[config.mk]
export PLATFORM = sky130hd
export DESIGN_NAME = ifetch_buffer
export DESIGN_NICKNAME = d
export VERILOG_FILES = /design/src/rtl/ifetch_buffer_pkg.sv /design/src/rtl/ifb_entry_ram.sv /design/src/rtl/ifetch_buffer.sv
export SDC_FILE = /design/constraint.sdc
export NUM_CORES = 1
export LEC_CHECK = 0
export BUFFER_PORTS_ARGS = -buffer_cell sky130_fd_sc_hd__clkbuf_2
export CAP_MARGIN = 5
export CELL_PAD_IN_SITES_DETAIL_PLACEMENT = 0
export CELL_PAD_IN_SITES_GLOBAL_PLACEMENT = 1
export CORE_UTILIZATION = 44
export CTS_CLUSTER_SIZE = 8
export DETAILED_ROUTE_END_ITERATION = 8
export GPL_TIMING_DRIVEN = 0
export PLACE_DENSITY = 0.78
export SYNTH_ARGS = -nofsm -noshare
export SYNTH_HDL_FRONTEND = slang
export SYNTH_HIERARCHICAL = 1
export SYNTH_SLANG_ARGS = --single-unit
[constraint.sdc]
create_clock -name clk -period 4.4 [get_ports clk]
set_input_delay 0.88 -clock clk [delete_from_list [all_inputs] [get_ports clk]]
set_output_delay 0.88 -clock clk [all_outputs]
set_load 0.02 [all_outputs]
[src/rtl/ifetch_buffer_pkg.sv]
// Shared defaults and types for the instruction fetch buffer.
package ifetch_buffer_pkg;

    localparam int IFB_DEPTH = 4;
    localparam int IFB_AW    = 32;
    localparam int IFB_DW    = 32;

    typedef struct packed {
        logic [IFB_AW-1:0] pc;
        logic [IFB_DW-1:0] instr;
        logic              filled;
    } ifb_entry_t;

    function automatic int ptr_width(input int depth);
        return (depth > 1) ? $clog2(depth) : 1;
    endfunction

endpackage

[src/rtl/ifb_entry_ram.sv]
// DEPTH-entry {pc, instr, filled} store with independent allocate, fill and read ports.
module ifb_entry_ram
    import ifetch_buffer_pkg::*;
#(
    parameter int DEPTH = IFB_DEPTH,
    parameter int AW    = IFB_AW,
    parameter int DW    = IFB_DW,
    localparam int PW   = ptr_width(DEPTH)
)(
    input  logic          clk,
    input  logic          rst,
    input  logic          clear_all,
    input  logic          alloc_en,
    input  logic [PW-1:0] alloc_idx,
    input  logic [AW-1:0] alloc_pc,
    input  logic          fill_en,
    input  logic [PW-1:0] fill_idx,
    input  logic [DW-1:0] fill_instr,
    input  logic          pop_en,
    input  logic [PW-1:0] rd_idx,
    output logic [AW-1:0] rd_pc,
    output logic [DW-1:0] rd_instr,
    output logic          rd_filled
);

    logic [AW-1:0]    pc_mem    [DEPTH];
    logic [DW-1:0]    instr_mem [DEPTH];
    logic [DEPTH-1:0] filled;

    // Popped entries are cleared so a wrapped read pointer never sees stale data.
    always_ff @(posedge clk) begin
        if (rst || clear_all) begin
            filled <= '0;
        end else begin
            if (pop_en)   filled[rd_idx]    <= 1'b0;
            if (alloc_en) filled[alloc_idx] <= 1'b0;
            if (fill_en)  filled[fill_idx]  <= 1'b1;
        end
    end

    always_ff @(posedge clk) begin
        if (alloc_en) pc_mem[alloc_idx]   <= alloc_pc;
        if (fill_en)  instr_mem[fill_idx] <= fill_instr;
    end

    assign rd_pc     = pc_mem[rd_idx];
    assign rd_instr  = instr_mem[rd_idx];
    assign rd_filled = filled[rd_idx];

endmodule

[src/rtl/ifetch_buffer.sv]
// In-order fetch buffer: issues imem requests for the fetch PC, holds {pc, instr}
// pairs until decode takes them, and discards stale responses after a taken branch.
module ifetch_buffer
    import ifetch_buffer_pkg::*;
#(
    parameter int DEPTH = IFB_DEPTH,
    parameter int AW    = IFB_AW,
    parameter int DW    = IFB_DW
)(
    input  logic          clk,
    input  logic          rst,
    input  logic [AW-1:0] pc_in,
    input  logic          pc_valid,
    input  logic          flush,
    output logic          pc_stall,
    output logic          imem_req,
    output logic [AW-1:0] imem_addr,
    input  logic          imem_gnt,
    input  logic          imem_rvalid,
    input  logic [DW-1:0] imem_rdata,
    output logic          id_valid,
    input  logic          id_ready,
    output logic [DW-1:0] id_instr,
    output logic [AW-1:0] id_pc,
    output logic          err
);

    localparam int PW  = ptr_width(DEPTH);
    localparam int CW  = PW + 1;
    localparam int DCW = PW + 4;
    localparam logic [CW-1:0] FULL = CW'(DEPTH);

    logic [PW-1:0]  wr_ptr, fill_ptr, rd_ptr;
    logic [CW-1:0]  count, pend_cnt;
    logic [DCW-1:0] drop_cnt, drop_sum, drop_flush;
    logic           alloc, fill, pop, rd_filled, drop_rsp, spurious;

    assign imem_req  = pc_valid & ~flush & (count != FULL);
    assign imem_addr = pc_in;
    assign alloc     = imem_req & imem_gnt;
    assign pc_stall  = pc_valid & ~flush & ~alloc;
    assign id_valid  = rd_filled & ~flush;
    assign pop       = id_valid & id_ready;

    assign drop_rsp  = imem_rvalid & (drop_cnt != '0);
    assign spurious  = imem_rvalid & (drop_cnt == '0) & (pend_cnt == '0);
    assign fill      = imem_rvalid & (drop_cnt == '0) & (pend_cnt != '0) & ~flush;

    // Responses still owed after a flush: earlier drops plus unfilled entries, less
    // whichever response is arriving in the flush cycle itself.
    always_comb begin
        drop_sum   = drop_cnt + DCW'(pend_cnt);
        drop_flush = drop_sum;
        if (imem_rvalid && (drop_sum != '0)) drop_flush = drop_sum - 1'b1;
    end

    always_ff @(posedge clk) begin
        if (rst) begin
            wr_ptr   <= '0;
            fill_ptr <= '0;
            rd_ptr   <= '0;
            count    <= '0;
            pend_cnt <= '0;
            drop_cnt <= '0;
            err      <= 1'b0;
        end else begin
            if (spurious) err <= 1'b1;
            if (flush) begin
                wr_ptr   <= '0;
                fill_ptr <= '0;
                rd_ptr   <= '0;
                count    <= '0;
                pend_cnt <= '0;
                drop_cnt <= drop_flush;
            end else begin
                if (alloc)    wr_ptr   <= wr_ptr + 1'b1;
                if (fill)     fill_ptr <= fill_ptr + 1'b1;
                if (pop)      rd_ptr   <= rd_ptr + 1'b1;
                if (drop_rsp) drop_cnt <= drop_cnt - 1'b1;
                count    <= count + CW'(alloc) - CW'(pop);
                pend_cnt <= pend_cnt + CW'(alloc) - CW'(fill);
            end
        end
    end

    ifb_entry_ram #(
        .DEPTH (DEPTH),
        .AW    (AW),
        .DW    (DW)
    ) u_ram (
        .clk        (clk),
        .rst        (rst),
        .clear_all  (flush),
        .alloc_en   (alloc),
        .alloc_idx  (wr_ptr),
        .alloc_pc   (pc_in),
        .fill_en    (fill),
        .fill_idx   (fill_ptr),
        .fill_instr (imem_rdata),
        .pop_en     (pop),
        .rd_idx     (rd_ptr),
        .rd_pc      (id_pc),
        .rd_instr   (id_instr),
        .rd_filled  (rd_filled)
    );

endmodule

# After elaboration in Yosys (flattened, before gate mapping)
# Memories as Yosys holds them, arrays and structs flattened. A register that Yosys moved wholly into a read port is not among the register bits.
# Cells that the tools add are included.
# totals
ram_bits,256
output_inout_bits,100
ff_bits,23
mem_count,2
word_cells,81
# classes
muxes,24
reduce_logical,12
n_eq_ne,1
bitwise,18
magnitude_cmp,6
add_sub_neg,10
# memory_table
memory,words,width,rd,rd_clocked_by_memory_dff,wr,line_no,text
u_ram.instr_mem,4,32,1,1,1,ifb_entry_ram.sv:27,logic [DW-1:0] instr_mem [DEPTH];
u_ram.pc_mem,4,32,1,1,1,ifb_entry_ram.sv:26,logic [AW-1:0] pc_mem [DEPTH];
# op_table
op,count
4-bit two-way mux,5
6-bit two-way mux,3
6-bit nonzero test,2
"6-bit by 1-bit subtractor with 6-bit output, second input constant",2
1-bit AND,11
"2-bit by 3-bit less-than comparator with 1-bit output, second input constant",3
4-bit AND,2
1-bit two-way mux,8
2-bit two-way mux,4
4-bit inverter,2
"2-bit by 1-bit adder with 2-bit output, second input constant",3
3-bit by 1-bit adder with 3-bit output,2
6-bit by 3-bit adder with 6-bit output,1
1-bit demux with 2-bit select,3
"2-bit by 1-bit >= comparator with 1-bit output, second input constant",3
6-bit zero test,1
3-bit by 1-bit subtractor with 3-bit output,2
1-bit logical AND,4
4-bit bitwise OR,1
3-bit zero test,1
"3-bit inequality test, second input constant",1
3-bit nonzero test,1
1-bit binary-select mux with 2-bit select,1
1-bit inverter,2
3 further kinds,3

# Longest topological paths before layout
# Gate-level depths: netlist (run 1).
# logic_depth
ltp_word,13
depth_mapped,12
depth_no_buf,11

# Cells and area by module
# The synthesis (run 1) kept the hierarchy.
# by_module_without_submodules
mod,area_each_um2,seq_area_each_um2,cells_per_inst,instances
ifb_entry_ram,9492.9,7767.4,369,1
ifetch_buffer,1676.6,380.4,193,1

# Worst setup path before layout (run 1)
# OpenSTA, ideal clock, no wires.
# synth_timing
kind,in2reg
start,input flush
end,memory u_ram/pc_mem[0][0] (netlist bit) (enable)
path_slack_ns,-0.433
arrival_time_ns,4.363
setup_ns,0.470
cell_stages,6
cell_sequence,clkbuf_1 nand2b_1 a21oi_1 nand2_1 inv_2 nor3b_1
# synth_between
elab_chain_len,6
# synth_lines
item,line_no,text
start: declaration,ifetch_buffer.sv:14,"input logic flush,"
1-bit inverter,ifetch_buffer.sv:38,assign imem_req = pc_valid & ~flush & (count != FULL);
1-bit AND (2 in series),ifetch_buffer.sv:38,
net imem_req,ifetch_buffer.sv:16,"output logic imem_req,"
1-bit AND,ifetch_buffer.sv:40,assign alloc = imem_req & imem_gnt;
net alloc,ifetch_buffer.sv:36,"logic alloc, fill, pop, rd_filled, drop_rsp, spurious;"
1-bit two-way mux,ifb_entry_ram.sv:42,if (alloc_en) pc_mem[alloc_idx] <= alloc_pc;
1-bit two-way mux (implied by the code),ifb_entry_ram.sv:42,
end: declaration,ifb_entry_ram.sv:26,
# The timed path passes the listed nets, and every way through them passes these cells.

# Worst setup path after layout (run 1)
# layout_timing
start,register rd_ptr[0]
end,register count[2]
# layout_between
elab_chain_len,5
# layout_lines
item,line_no,text
start: declaration,ifetch_buffer.sv:33,"logic [PW-1:0] wr_ptr, fill_ptr, rd_ptr;"
start signal: assignment,ifetch_buffer.sv:78,if (pop) rd_ptr <= rd_ptr + 1'b1;
1-bit binary-select mux with 2-bit select,ifb_entry_ram.sv:48,assign rd_filled = filled[rd_idx];
1-bit two-way mux (implied by the code),ifb_entry_ram.sv:48,
net rd_filled,ifetch_buffer.sv:36,
1-bit AND,ifetch_buffer.sv:42,assign id_valid = rd_filled & ~flush;
1-bit AND,ifetch_buffer.sv:43,assign pop = id_valid & id_ready;
net pop,ifetch_buffer.sv:36,
3-bit by 1-bit subtractor with 3-bit output,ifetch_buffer.sv:80,count <= count + CW'(alloc) - CW'(pop);
end signal: assignment,ifetch_buffer.sv:80,
end: declaration,ifetch_buffer.sv:34,"logic [CW-1:0] count, pend_cnt;"
# The timed path passes the listed nets, and every way through them passes these cells. The select of a mux whose other input is x is not followed.
# A chain may end at the register's enable or synchronous reset.

==> impl_metrics.yaml, run 1 <==
place:
  dp_slack_ns: 1.04
  dp.cells: 1064
  gp_congestion: 0.816
  numPortBuffers: 170
  hpwl_um: 14500
  placed_area_um2: 12700
detailed_routing:
  drc_errors: 0
  drtAntennaViolNets: 0
  viasPerCell: 5.16
  drt_iter0_markers: 370
  first_pass_iters: 4
  wl_um: 21800
  wire_per_inst_um: 19.5
  num_vias: 5786
cells_and_area:
  nets: 867
  fin_cells: 1121
  area_delta_synth_final_pct: 23.2
  diodes: 0
  drive_above_1_share_pct: 44.2
  fin_area_um2: 13800
  nFillCells: 1913
clock_network:
  cts_tree: "built"
  clock-sinks: 279
  cts.reportedPaths.clkPinSlew_ns: 0.05
  cts_htree_levels: 2
  ctsLongestPathBuffers: 3
  numCtsBuffers: 40
  root_buffer: "clkbuf_16"
  post_cts_resized: 0
  worstSkewPairLatency_ns: 0.51
  post_cts_buffers: 0
  cts-hold-fix-buffers: 0
sta:
  post-route-period-util_pct: 72.8
  drv_slew: 0
  slew_headroom_pct: 39.2
  period_needed_ns: 3.20
  rsz0062_at_grt: "false"
  fmax_ghz: 0.312
  setup_viol: 0
  worst_pin_slew_ns: 0.912
  finalHoldViolations: 0
  layout_setup_ws_ns: 1.20
  finClkSkew_ns: 0.0261
grt:
  overflow: 0
  antenna_found_initial: 1
  grt_pass1_vias: 6181
  grt_use_total_pct: 17.4
  grt_pass1_wl_um: 34400
  grt_start_max_net_pins: 34
setup_path:
  worstRegToRegCells: 12
  r2r_slack_ns: 1.20
  worstPathRequired_ns: 4.78
  cp_max_fo: 10
  worstPathArrival_ns: 3.58
  rr_startpoint: "rd_ptr[0]"
  endpoint_kind: "flip-flop"
  worstSetupStartpointType: "flip-flop"
  r2r-end: "count[2]"
  crit_type: "flip-flop to flip-flop"
  critPathLaunch: "rd_ptr[0]"
logic_synthesis:
  synth_seq_area_share_pct: 72.9
  synthArstFlopShare_pct: 0
  synth_seq_cells: 279
  synth_area_um2: 11200
  synth_area_per_cell_um2: 19.9
  ys_types: 54
  syn_nets: 647
  syn_inst: 562
  yosysWarnings: 6
  synth_edf_count: 256
  synth_ff_type: "edfxtp_1"
worst_hold_path:
  hold_path_depth: 2
  hold_end: "err"
  hold_path.startpoint: "err"
  hp-class: "flip-flop to flip-flop"
run:
  max_cap_violations: 0
floorplanning:
  die_w_um: 161
  core-area_um2: 24600
  die-height_um: 161
  die_area_um2: 26000
  ios: 171
  rows: 57
  start_util_pct: 45.4
power_and_ir_drop:
  p_per_area_nw_per_um2: 454
  p_leak_nw: 4.80
  p_total_mw: 6.24
  ir_drop_mv: 0.286
outcome:
  status: "finished clean"
per-layer routing:
| metal | global-route usage [%] | vias up | share of wire, % |
|---|---|---|---|
| li1 | - | 2643 | - |
| met1 | 23.2 | 2932 | 43 |
| met2 | 28.7 | 170 | 50 |
| met3 | 3.60 | 39 | 5.3 |
| met4 | 5.62 | 2 | 2.1 |
| met5 | 0 | - | 0.078 |
stage by stage:
step / hold slack, ns / util (%) / setup TNS, ns
detailed placement: 0.474 / 51.5 / 0
global route: 0.515 / 55.9 / 0
CTS: 0.484 / 55.9 / 0
finish: 0.484 / 55.9 / 0
floorplan: 0.455 / - / 0
global placement: 0.460 / 50.5 / -63.54
critical path: stages (launching register included):
cell and delay, ns:
dfxtp_1 0.38, buf_6 0.17, buf_12 0.16, mux4_2 0.54, nor2b_1 0.17, and2_1 0.28
ha_1 0.31, inv_1 0.04, ha_1 0.19, fa_1 0.41, xnor2_1 0.20, xnor2_1 0.15
nor2_1 0.06
placed cells by master (no fill, tap or decap), drive strengths merged, types with 5 or more instances in the layout:
master / count
clkbuf: 233
nor3: 5
mux4: 65
nand2b: 5
inv: 19
edfxtp: 256
nand2: 17
and2: 6
dfxtp: 23
xor2: 6
nor2: 26
ha: 11
buf: 53
xnor2: 14
nand3: 7
state kept, by name (all words and copies together) (netlist names):
register / count
u_ram/instr_mem: 128
u_ram/pc_mem: 128
drop_cnt: 6
u_ram/filled: 4
count: 3
pend_cnt: 3
fill_ptr: 2
rd_ptr: 2
wr_ptr: 2
err: 1
worst max-delay path by stage:
| stage | end | slack [ns] | depth (start not counted) |
|---|---|---|---|
| after floorplan | u_ram/pc_mem[2][0] | 0.63 | 7 |
| after global placement | u_ram/filled[1] | -0.48 | 9 |
| after detailed placement | u_ram/pc_mem[0][4] | 1.04 | 9 |
| after CTS | count[2] | 1.16 | 12 |
| after global routing | count[2] | 1.02 | 12 |
| final | count[2] | 1.20 | 12 |
power by group:
group / switching [mW] / internal (mW) / leakage (nW)
registers: 0.0302 / 2.94 / 2.49
logic: 0.355 / 0.244 / 1.79
clock network: 1.03 / 1.65 / 0.522
total: 1.41 / 4.83 / 4.80
cell usage after synthesis, drive strengths merged, types with 2 or more instances:
cell | n | area (um^2)
xnor2 | 14 | 130
mux4 | 65 | 1460
a21oi | 3 | 15.0
o2111ai | 2 | 35.0
a31oi | 3 | 40.0
nand3b | 2 | 15.0
buf | 45 | 358
and2 | 6 | 37.5
clkbuf | 8 | 30.0
nor2b | 2 | 12.5
ha | 11 | 138
o211ai | 4 | 35.0
o311ai | 2 | 17.5
o22ai | 4 | 25.0
a221oi | 2 | 17.5
nor3 | 5 | 35.0
nand2b | 5 | 31.3
nor2 | 26 | 100
xor2 | 6 | 52.6
edfxtp | 256 | 7690
or3 | 3 | 18.8
and3 | 4 | 25.0
nand2 | 17 | 63.8
o21ai | 2 | 10.0
dfxtp | 23 | 460
fa | 3 | 60.1
inv | 18 | 67.6
nand3 | 7 | 35.0
logic make-up after synthesis:
family | after synthesis | share of synthesized area (%)
fa+ha+maj | 14 | 1.77
compound gates | 29 | 2.52
simple gates | 84 | 3.94
xor+xnor | 20 | 1.64
flops | 279 | 72.9
buf+inv | 71 | 4.08
mux | 65 | 13.1
cell type report:
type                    instances  area [um^2]  share of cell area [%]
well taps                     324          405                    2.95
clock inverters                 2         25.0                   0.182
inverters                      18         67.6                   0.491
clock buffers                  55         1060                    7.68
multi-input cells             212         2620                    19.1
flip-flops and latches        279         8150                    59.2
repair buffers                178         1040                    7.58
plain buffers                  53          388                    2.82
Power figures use the tool's default switching activity.
==> run 2, diff against run 1 <==
==> constraint.sdc (replaced) <==
create_clock -name clk -period 2.85 [get_ports clk]
set_input_delay 0.57 -clock clk [delete_from_list [all_inputs] [get_ports clk]]
set_output_delay 0.57 -clock clk [all_outputs]
set_load 0.02 [all_outputs]
==> run 2 against run 1 <==
Against the previous run:
- hold slack worse by 0.21 ns
- critical path depth unchanged
- sequential share of layout area down 0.42 points
- clock skew down 0.014 ns
- wire length down 0.78%
- power up 55%
- cell area up 0.73%
- count of clock-buffer cells in the layout down 2
- global-route usage down 0.19 points
- sequential power up 54%
- critical endpoint unchanged
- largest cell class unchanged
==> impl_metrics.yaml, run 2 (synthesis gave the netlist of run 1 again) <==
outcome:
  status: "finished clean"
sta:
  post-route-period-util_pct: 96.1
  slew_headroom_pct: 37.2
  finClkSkew_ns: 0.0123
  finalHoldViolations: 0
  worst_pin_slew_ns: 0.941
  drv_slew: 0
  period_needed_ns: 2.74
  rsz0062_at_grt: "false"
  setup_viol: 0
  fmax_ghz: 0.365
power_and_ir_drop:
  pwr-share-seq_pct: 47.4
  p_sw_share_pct: 22.4
  p_int_mw: 7.51
  power_frac_clock_pct: 43.1
  p_per_area_nw_per_um2: 698
  p_leak_nw: 4.85
  ir_drop_mv: 0.523
  comb_power_share_pct: 9.6
  p_total_mw: 9.68
  p_switching_mw: 2.17
setup_path:
  cp_slowest_cell: "mux4_2"
  cp_cell_sequence: "buf_6 -> buf_12 -> mux4_2 -> nor2b_4 -> and2_4 -> ha_1 -> inv_1 -> ha_1 -> fa_2 -> xnor2_2 -> xnor2_1 -> nor2_1"
  cp_max_fo: 2
  worstPathRequired_ns: 3.22
  crit_top_cell: "ha_1"
  worstSetupStartpointType: "flip-flop"
  worstPathArrival_ns: 3.11
  critPathTopFamily: "adder cells"
  endpoint_kind: "flip-flop"
  crit_buf_inv: 3
  crit_type: "flip-flop to flip-flop"
  critical-path-max-stage-delay_ns: 0.50
cells_and_area:
  area_delta_synth_final_pct: 24.1
  final_util_pct: 56.3
  nets: 871
  nFillCells: 1864
  diodes: 0
  drive_above_1_share_pct: 45.4
  final_cell_mix: "edfxtp_1, clkbuf_2, mux4_2"
  fin_cells: 1123
  final_common_cell: "edfxtp_1"
  top_regs: "u_ram/instr_mem x128, u_ram/pc_mem x128, drop_cnt x6"
  multi_input_area_um2: 2650
  seqCellArea_um2: 8150
detailed_routing:
  drc_errors: 0
  viasPerCell: 5.17
  first_pass_iters: 6
  drtAntennaViolNets: 0
  wl_um: 21600
  num_vias: 5802
  wire_per_inst_um: 19.3
  drt_iter0_markers: 352
run:
  max_cap_violations: 0
floorplanning:
  core-area_um2: 24600
  start_util_pct: 45.4
  rows: 57
  die_area_um2: 26000
  die-height_um: 161
  ios: 171
  die_w_um: 161
clock_network:
  root_buffer: "clkbuf_16"
  ctsLongestPathBuffers: 3
  cts_htree_levels: 2
  cts.reportedPaths.clkPinSlew_ns: 0.05
  worstSkewPairLatency_ns: 0.52
  numCtsBuffers: 40
  clock-sinks: 279
  cts_tree: "built"
place:
  gp_congestion: 0.800
  hpwl_um: 14500
  dp.cells: 1064
  numPortBuffers: 170
grt:
  grt_use_total_pct: 17.2
  overflow: 0
  grt_pass1_vias: 6198
  grt_pass1_wl_um: 33900
  antenna_found_initial: 0
  grt_start_max_net_pins: 34
worst_hold_path:
  hp-class: "input port to flip-flop"
[run 2: through the flow]
step           instance area (um^2)  setup WS [ns]  TNS (ns)  hold WS, ns
2_1_floorplan                 11200         -0.147    -18.73        0.455
3_3_place_gp                  12400          -1.49   -269.17        0.463
3_5_place_dp                  12700         -0.386    -0.518        0.478
4_1_cts                       13800         0.0114         0        0.249
5_1_grt                       13900         0.0170         0        0.256
6_report                      13900          0.112         0        0.272
[run 2: area by class of cell]
cell class	count	area share (%)
Inverter	18	0.488
Clock inverter	2	0.334
Tap cell	324	2.93
Buffer	53	2.89
Timing Repair Buffer	182	7.73
Multi-Input combinational cell	212	19.1
Clock buffer	53	7.73
Sequential cell	279	58.8
[run 2: path summary, 6_finish.rpt]
path | endpoint | startpoint | depth (start not counted) | slack [ns]
setup / recovery | count[2] | rd_ptr[0] | 12 | 0.11
hold / removal | u_ram/instr_mem[2][14] | imem_rdata[14] | 1 | 0.27
setup reg to reg | count[2] | rd_ptr[0] | 12 | 0.11
hold reg to reg | err | err | 2 | 0.50
[run 2: power groups by stage]
stage	Clock, mW	Sequential, mW	Combinational [mW]
6_report	4.17	4.58	0.925
5_1_grt	4.44	4.58	1.02
4_1_cts	4.26	4.58	0.927
3_5_place_dp	0	4.66	0.921
3_3_place_gp	0	4.66	0.876
2_1_floorplan	0	4.66	0.647
[run 2: what timing repair did]
action                                 4_1_cts  5_1_grt
setup endpoints to repair                   11        3
endpoints found under the hold margin        0        0
buffers inserted                             2        2
gates resized for setup                      8        3
hold buffers                                 0        0
pin swaps                                    1        3
[run 2: routing by layer]
metal	track usage, %	share of wire, %
met1	21.7	41
met2	29.8	51
met3	3.18	5.3
met4	6.17	1.8
met5	0	0
